### config.mk
export PLATFORM = sky130hd
export DESIGN_NAME = imem_fetch_ctrl
export DESIGN_NICKNAME = d
export VERILOG_FILES = /design/src/rtl/fetch_pkg.sv /design/src/rtl/fetch_perf_cnt.sv /design/src/rtl/imem_fetch_ctrl.sv
export SDC_FILE = /design/constraint.sdc
export NUM_CORES = 1
export LEC_CHECK = 0
export ABC_AREA = 1
export BUFFER_PORTS_ARGS = -buffer_cell sky130_fd_sc_hd__buf_2
export CAP_MARGIN = 20
export CORE_MARGIN = 3
export CORE_UTILIZATION = 51
export DETAILED_ROUTE_END_ITERATION = 6
export PLACE_DENSITY = 0.88
export SLEW_MARGIN = 0
export SYNTH_ARGS = -nofsm -noshare
export SYNTH_HDL_FRONTEND = slang
export SYNTH_SLANG_ARGS = --single-unit
### constraint.sdc
create_clock -name Clk -period 3.66 [get_ports Clk]
set_input_delay 0.732 -clock Clk [delete_from_list [all_inputs] [get_ports Clk]]
set_output_delay 0.732 -clock Clk [all_outputs]
set_load 0.02 [all_outputs]
### src/rtl/fetch_pkg.sv
// Shared state encoding and constants for the instruction fetch controller.
package fetch_pkg;

    localparam int unsigned INSTR_W = 32;
    localparam int unsigned PC_STEP = 4;
    localparam logic [INSTR_W-1:0] HALT_WORD = 32'h0000_0000;

    typedef enum logic [1:0] {
        FS_IDLE  = 2'd0,
        FS_RUN   = 2'd1,
        FS_HALT  = 2'd2,
        FS_FAULT = 2'd3
    } fetch_state_e;

    // Word fetches require a 4-byte aligned address.
    function automatic logic is_misaligned(input logic [1:0] addr_lo);
        return addr_lo != 2'b00;
    endfunction

endpackage

### src/rtl/fetch_perf_cnt.sv
// Saturating fetch and stall counters for the fetch controller.
// Only built when FETCH_PERF_CNT_EN is defined.
`ifdef FETCH_PERF_CNT_EN
module fetch_perf_cnt
    import fetch_pkg::*;
(
    input  logic               clk,
    input  logic               rst,
    input  logic               fetch_inc,
    input  logic               stall_inc,
    output logic [INSTR_W-1:0] fetch_count,
    output logic [INSTR_W-1:0] stall_count
);

    logic [INSTR_W-1:0] fetch_q, fetch_d;
    logic [INSTR_W-1:0] stall_q, stall_d;

    // Counters stick at all-ones instead of wrapping.
    always_comb begin
        fetch_d = fetch_q;
        stall_d = stall_q;
        if (fetch_inc && (fetch_q != '1)) begin
            fetch_d = fetch_q + INSTR_W'(1);
        end
        if (stall_inc && (stall_q != '1)) begin
            stall_d = stall_q + INSTR_W'(1);
        end
    end

    always_ff @(posedge clk or posedge rst) begin
        if (rst) begin
            fetch_q <= '0;
            stall_q <= '0;
        end else begin
            fetch_q <= fetch_d;
            stall_q <= stall_d;
        end
    end

    assign fetch_count = fetch_q;
    assign stall_count = stall_q;

endmodule
`endif

### src/rtl/imem_fetch_ctrl.sv
// Instruction fetch sequencer: PC, fetch FSM and one-entry output stage toward decode.
// Define FETCH_PERF_CNT_EN to add the FetchCount/StallCount outputs.
module imem_fetch_ctrl
    import fetch_pkg::*;
#(
    parameter logic [INSTR_W-1:0] RESET_PC    = 32'h0000_0000,
    parameter logic [INSTR_W-1:0] IMEM_BYTES  = 32'h0000_0028,
    parameter bit                 HALT_ON_NOP = 1'b1
) (
    input  logic               Clk,
    input  logic               Reset,
    input  logic               Start,
    output logic [INSTR_W-1:0] MemAddress,
    input  logic [INSTR_W-1:0] MemInstr,
    output logic [INSTR_W-1:0] InstrOut,
    output logic [INSTR_W-1:0] PcOut,
    output logic               InstrValid,
    input  logic               InstrReady,
    input  logic               Redirect,
    input  logic [INSTR_W-1:0] RedirectPc,
    output logic               Halted,
    output logic               Fault
`ifdef FETCH_PERF_CNT_EN
    ,
    output logic [INSTR_W-1:0] FetchCount,
    output logic [INSTR_W-1:0] StallCount
`endif
);

    fetch_state_e       state_q, state_d;
    logic [INSTR_W-1:0] pc_q, pc_d;
    logic [INSTR_W-1:0] instr_q, instr_d;
    logic [INSTR_W-1:0] pc_out_q, pc_out_d;
    logic               valid_q, valid_d;
    logic               halted_q, halted_d;
    logic               fault_q, fault_d;

    logic               pc_illegal_c;
    logic               redirect_bad_c;
    logic               load_c;
    logic               go_fault;

    assign pc_illegal_c   = (pc_q >= IMEM_BYTES) || is_misaligned(pc_q[1:0]);
    assign redirect_bad_c = is_misaligned(RedirectPc[1:0]);
    // Redirect and an illegal PC both pre-empt a load in RUN.
    assign load_c = (state_q == FS_RUN) && !Redirect && !pc_illegal_c && (!valid_q || InstrReady);

    always_comb begin
        state_d  = state_q;
        pc_d     = pc_q;
        instr_d  = instr_q;
        pc_out_d = pc_out_q;
        valid_d  = valid_q;
        halted_d = halted_q;
        fault_d  = fault_q;
        go_fault = 1'b0;

        case (state_q)
            FS_IDLE: begin
                if (Start) begin
                    state_d = FS_RUN;
                end
            end
            FS_RUN: begin
                if (Redirect) begin
                    if (redirect_bad_c) begin
                        go_fault = 1'b1;
                    end else begin
                        pc_d    = RedirectPc;
                        valid_d = 1'b0;
                    end
                end else if (pc_illegal_c) begin
                    go_fault = 1'b1;
                end else if (load_c) begin
                    instr_d  = MemInstr;
                    pc_out_d = pc_q;
                    valid_d  = 1'b1;
                    pc_d     = pc_q + INSTR_W'(PC_STEP);
                    if (HALT_ON_NOP && (MemInstr == HALT_WORD)) begin
                        state_d  = FS_HALT;
                        halted_d = 1'b1;
                    end
                end
            end
            FS_HALT: begin
                if (Redirect) begin
                    if (redirect_bad_c) begin
                        go_fault = 1'b1;
                    end else begin
                        pc_d     = RedirectPc;
                        valid_d  = 1'b0;
                        halted_d = 1'b0;
                        state_d  = FS_RUN;
                    end
                end else if (valid_q && InstrReady) begin
                    valid_d = 1'b0;
                end
            end
            default: begin
            end
        endcase

        // PC is left at the offending value so it stays visible on MemAddress.
        if (go_fault) begin
            state_d  = FS_FAULT;
            fault_d  = 1'b1;
            valid_d  = 1'b0;
            halted_d = 1'b0;
        end
    end

    always_ff @(posedge Clk or posedge Reset) begin
        if (Reset) begin
            state_q  <= FS_IDLE;
            pc_q     <= RESET_PC;
            instr_q  <= '0;
            pc_out_q <= '0;
            valid_q  <= 1'b0;
            halted_q <= 1'b0;
            fault_q  <= 1'b0;
        end else begin
            state_q  <= state_d;
            pc_q     <= pc_d;
            instr_q  <= instr_d;
            pc_out_q <= pc_out_d;
            valid_q  <= valid_d;
            halted_q <= halted_d;
            fault_q  <= fault_d;
        end
    end

    assign MemAddress = pc_q;
    assign InstrOut   = instr_q;
    assign PcOut      = pc_out_q;
    assign InstrValid = valid_q;
    assign Halted     = halted_q;
    assign Fault      = fault_q;

`ifdef FETCH_PERF_CNT_EN
    logic stall_c;
    assign stall_c = (state_q == FS_RUN) && valid_q && !InstrReady;

    fetch_perf_cnt u_perf (
        .clk         (Clk),
        .rst         (Reset),
        .fetch_inc   (load_c),
        .stall_inc   (stall_c),
        .fetch_count (FetchCount),
        .stall_count (StallCount)
    );
`endif

endmodule

==> qor.yml, run 1 <==
route:
  avgViaCountPerCell: 5.15
  antenna_left: 0
  drtIter0Drc: 286
  wl_per_cell_um: 14.4
  num_vias: 4834
  dr.pass1.iters: 6
  drt_wl_total_um: 13500
  drcViolationCount: 0
worst_setup_path:
  required_ps: 3940
  critPathLaunchType: "flop"
  path_max_fanout: 26
  ff2ff_setup_slack_ps: 1040
  worstSetupPathType: "reg -> reg"
  crit_path_end_kind: "flop"
  rr_worst_depth: 12
  regToRegStartpoint: "MemAddress[2]"
  cp.arrival_ps: 2900
  r2r_end: "MemAddress[31]"
placed_design:
  post-place-cells: 923
  place_congestion: 0.903
  dp_slack_ps: 996
  place_area_um2: 6100
  io_buffers: 167
  dp.final_hpwl_um: 10100
synthesis:
  ys_ff_latch: 101
  synth_edf_count: 0
  ys_types: 39
  ys_seq_area_frac: 0.490
  synthFlopType: "dfrtp_1"
  syn_inst: 643
  async_reset_ff_frac: 1.00
  avgSynthCellArea_um2: 8.02
  syn-cell-area_um2: 5150
  syn_nets: 718
  yosysWarnings: 0
flow_run:
  maxCapViolations: 0
sta:
  max_freq_mhz: 382
  setup_slack_ps: 1040
  worst_slew_pin_slew_ps: 637
  setup_viol: 0
  hold-worst-slack_ps: 446
  min_period_over_period: 0.715
  hold_violations: 0
  fin_crit_ps: 2620
  maxSlewViolCount: 0
  fin_skew_ps: 13.6
  tns_ps: 0
  maxSlewHeadroom: 0.575
  rsz0062_at_grt: "false"
global_routing:
  grt_usage: 0.243
  grt_pass1_wl_um: 22300
  grt_max_degree: 54
  grt_pass1_vias: 4661
  antenna_found_initial: 0
  overflow: 0
cells_and_area:
  final_cell_mix: "buf_2 (167), inv_1 (130), dfrtp_1 (101), nor2_1 (86), nand2_1 (82)"
  nNetsFinal: 876
  fin_cells: 939
  layout_commonest_cell: "buf_2"
  area_delta_synth_final_pct: 22.1
  fin_util: 0.641
  drive_above_1_share: 0.266
  finalInstanceArea_um2: 6290
  antenna_cells: 0
cts:
  ctsResizeCount: 0
  clkSinkCount: 101
  max-clock-path-buffers: 2
  htree_levels: 3
  root_buffer: "clkbuf_8"
  ctsHoldBuffers: 0
  cts_setup_buffers: 0
  path_clk_slew_ps: 110
  clk_latency_ps: 370
  cts_tree: "yes"
  cts_buffers: 9
power:
  powerDensity_nw_per_um2: 603
  peakVddDrop_mv: 0.268
  p_leak_nw: 3.74
  p_total_mw: 3.80
floorplan:
  core_area_um2: 9820
  initial_utilization: 0.525
  pin_count: 168
  num_rows: 36
  fp.dieH_um: 107
  die_w_um: 107
  dieArea_um2: 11300
hold_path:
  min_path_type: "in -> async"
status:
  status: "finished clean"
[state kept, by name, indices dropped and copies added (netlist names)]
name        cells
Fault           1
InstrValid      1
InstrOut       32
state_q         2
MemAddress     32
Halted          1
PcOut          32
[layout make-up]
cell class / count / area, µm²
Fill cell: 870 / 3530
Sequential cell: 101 / 2530
Inverter: 136 / 518
Clock inverter: 6 / 67.6
Timing Repair Buffer: 171 / 878
Multi-Input combinational cell: 382 / 2010
Clock buffer: 10 / 128
Tap cell: 133 / 166
[how the worst max path moves through the flow]
stage / start / endpoint / slack (ps) / cells past startpoint
after floorplan: Reset / Fault / 280 / 1
after global placement: InstrReady / MemAddress[23] / 1060 / 10
after detailed placement: Redirect / MemAddress[10] / 1000 / 7
after CTS: MemAddress[2] / MemAddress[31] / 1020 / 12
after global routing: MemAddress[2] / MemAddress[16] / 720 / 12
final: MemAddress[2] / MemAddress[31] / 1040 / 12
[logic make-up after synthesis]
kind of cell | Yosys count | synth area share
AO/OA/AOI/OAI | 124 | 0.140
AND/OR/NAND/NOR | 239 | 0.207
adder cells (fa/ha/maj) | 6 | 0.0146
flip-flops | 101 | 0.490
multiplexers | 11 | 0.0214
XOR/XNOR | 2 | 0.00340
buffers and inverters | 160 | 0.123
[metal layers]
layer | share of wire | wire (µm) | track usage | up-vias
li1 | - | - | - | 2351
met1 | 0.41 | 5580 | 0.320 | 2268
met2 | 0.47 | 6420 | 0.399 | 199
met3 | 0.10 | 1350 | 0.0638 | 16
met4 | 0.013 | 172 | 0.0667 | 0
met5 | 0 | 0 | 0 | -
[critical path, stage by stage (launching register included)]
cell and delay, ps:
dfrtp_1 400, inv_1 100, ha_1 190, nand3b_1 160
nand2_1 90, nand3_2 110, nor2_4 170, nand3_4 300
nand3_2 180, nand2_4 170, clkinv_4 230, nand2_4 210
o21ai_0 210
[cell usage after synthesis, types with 3 or more instances]
master,instances,area share
inv_1,131,0.095
dfrtp_1,101,0.49
nor2_1,88,0.064
nand2_1,82,0.060
a21oi_1,57,0.055
o21ai_0,39,0.038
nand3_1,28,0.027
nand4_1,17,0.021
mux2i_1,11,0.021
clkbuf_1,10,0.0073
buf_2,9,0.0087
o211ai_1,8,0.012
nor3_1,7,0.0068
ha_1,6,0.015
a21oi_2,5,0.0085
nor4_1,5,0.0061
o22ai_2,5,0.012
a22oi_1,3,0.0044
buf_4,3,0.0044
inv_2,3,0.0022
o31ai_1,3,0.0044
[report_power, final]
group,switching (mW),total (mW),internal [mW]
combinational,1.04,1.56,0.522
clock,0.419,0.687,0.268
sequential,0.251,1.55,1.30
Power figures use the tool's default switching activity.
==> inputs of run 2 (changes only) <==
--- a/config.mk
+++ b/config.mk
@@ -9,9 +9,9 @@
 export BUFFER_PORTS_ARGS = -buffer_cell sky130_fd_sc_hd__buf_2
 export CAP_MARGIN = 20
 export CORE_MARGIN = 3
-export CORE_UTILIZATION = 51
+export CORE_UTILIZATION = 46
 export DETAILED_ROUTE_END_ITERATION = 6
-export PLACE_DENSITY = 0.88
+export PLACE_DENSITY = 0.84
 export SLEW_MARGIN = 0
 export SYNTH_ARGS = -nofsm -noshare
 export SYNTH_HDL_FRONTEND = slang
==> constraint.sdc (replaced) <==
create_clock -name Clk -period 2.2 [get_ports Clk]
set_input_delay 0.44 -clock Clk [delete_from_list [all_inputs] [get_ports Clk]]
set_output_delay 0.44 -clock Clk [all_outputs]
set_load 0.02 [all_outputs]
==> qor.yml, run 2 (synthesized netlist as in run 1, its figures left out) <==
sta:
  setup_slack_ps: 214  # -828 ps
  hold_violations: 0  # unchanged
  maxSlewHeadroom: 0.632  # +0.0567
  tns_ps: 0  # unchanged
  min_period_over_period: 0.903  # +0.187
  rsz0062_at_grt: "false"
  worst_slew_pin_slew_ps: 551  # -86.2 ps
  setup_viol: 0  # unchanged
  maxSlewViolCount: 0  # unchanged
  max_freq_mhz: 504  # +32%
  fin_skew_ps: 6.29  # -7.27 ps
  hold-worst-slack_ps: 101  # -345 ps
  fin_crit_ps: 1990  # -632 ps
cells_and_area:
  nNetsFinal: 889  # +1.5%
  area_delta_synth_final_pct: 25.1
  layout_commonest_cell: "buf_2"
  antenna_cells: 0  # unchanged
  drive_above_1_share: 0.280  # +0.0144
  final_cell_mix: "buf_2 (167), inv_1 (130), dfrtp_1 (101), nor2_1 (85), nand2_1 (81)"
route:
  avgViaCountPerCell: 5.06  # -1.7%
  wl_per_cell_um: 14.6  # +1.0%
  drt_wl_total_um: 13900  # +3.1%
  antenna_left: 0  # unchanged
  dr.pass1.iters: 5  # -1
  drtIter0Drc: 437  # +53%
  num_vias: 4846  # +0.25%
  drcViolationCount: 0  # unchanged
floorplan:
  initial_utilization: 0.473  # -0.0515
  pin_count: 168  # unchanged
  dieArea_um2: 12500  # +10%
  num_rows: 38  # +5.6%
  die_w_um: 112  # +5.0%
  fp.dieH_um: 112  # +5.0%
  core_area_um2: 10900  # +11%
placed_design:
  place_congestion: 0.853  # -5.6%
  dp.final_hpwl_um: 10300  # +2.1%
  dp_slack_ps: 136  # -861 ps
  io_buffers: 167  # unchanged
global_routing:
  grt_pass1_vias: 4665  # +0.086%
  overflow: 0  # unchanged
  grt_usage: 0.227  # -0.0160
  antenna_found_initial: 0  # unchanged
  grt_max_degree: 51  # -5.6%
  grt_pass1_wl_um: 23100  # +3.4%
cts:
  max-clock-path-buffers: 2  # unchanged
  htree_levels: 3  # unchanged
  cts_tree: "yes"
  path_clk_slew_ps: 100  # about the same
  clkSinkCount: 101  # unchanged
  clk_latency_ps: 380  # about the same
  root_buffer: "clkbuf_8"
  cts_buffers: 9  # unchanged
  ctsHoldBuffers: 0  # unchanged
worst_setup_path:
  path_max_fanout: 32  # +23%
  cp.arrival_ps: 2260  # -640 ps
  critPathLaunchType: "flop"
  cpPeakStageDelay_ps: 380  # -20 ps
  required_ps: 2480  # -1460 ps
  worstSetupPathType: "reg -> reg"
  crit_path_end_kind: "flop"
  slowest_stage: "dfrtp_1"
  path_cells: "inv_1 > ha_1 > nand3b_1 > nand2_1 > nand3_2 > nor2_4 > nand3_2 > buf_4 > mux2i_1 > inv_1"
flow_run:
  maxCapViolations: 0  # unchanged
power:
  p_total_mw: 6.55  # +73%
  powerDensity_nw_per_um2: 1020  # +68%
  peakVddDrop_mv: 0.560  # +110%
  p_leak_nw: 3.81  # +1.8%
hold_path:
  min_path_type: "in -> async"
status:
  status: "finished clean"
[run 2: changes by cell type in the layout (fill, tap and decap cells not counted), moves of 2 or more]
cell	before	now
inv_6	3	1
clkinvlp_4	0	2
inv_8	0	2
buf_4	3	13
buf_12	1	4
clkinv_8	2	0
[run 2: area by class of cell]
type	count	area, µm²
Timing Repair Buffer	184	1010
Clock inverter	5	45.0
Sequential cell	101	2530
Tap cell	140	175
Multi-Input combinational cell	382	2020
Clock buffer	10	138
Fill cell	990	4440
Inverter	136	522
[run 2: path summary, 6_finish.rpt]
kind                               startpoint            end  depth (start not counted)  slack (ps)
worst max-delay path            MemAddress[2]   InstrOut[25]                         10         210
worst min-delay path                    Reset      PcOut[31]                          2         100
worst max register to register  MemAddress[2]   InstrOut[25]                         10         210
worst min register to register          Fault          Fault                          2         470
max in group asynchronous               Reset  MemAddress[8]                          3        1510
min in group Clk                 MemInstr[22]   InstrOut[22]                          3         280
[run 2: layer usage]
layer | wire length, µm | vias to the layer above | part of all wire | global-route usage
li1 | - | 2374 | - | -
met1 | 5680 | 2219 | 0.41 | 0.293
met2 | 6730 | 233 | 0.48 | 0.372
met3 | 1420 | 20 | 0.10 | 0.0810
met4 | 119 | 0 | 0.0085 | 0.0446
met5 | 0 | - | 0 | 0
[run 2: critical path, delay by kind of cell (launching register included)]
family | cells | cell delay, ps
buffers and inverters | 3 | 460
adders and majority gates | 1 | 200
DFF | 1 | 380
and+or+nand+nor | 5 | 660
muxes | 1 | 180
[run 2: repair_timing]
action,4_1_cts,5_1_grt
setup endpoints to repair,0,17
gates resized for setup,0,5
setup buffers,0,1
[run 2: power by group]
group | switching (mW) | total [mW] | leakage, nW | internal, mW
Sequential | 0.367 | 2.52 | 1.19 | 2.16
Clock | 0.691 | 1.14 | 0.0909 | 0.453
Combinational | 1.87 | 2.88 | 2.53 | 1.02
[run 2: stage by stage]
step	cell area, µm²	std cells	utilization
after floorplan	5160	643	-
after global placement	6230	942	0.573
after detailed placement	6230	942	0.573
after CTS	6420	957	0.589
after global routing	6440	958	0.592
final	6440	958	0.592
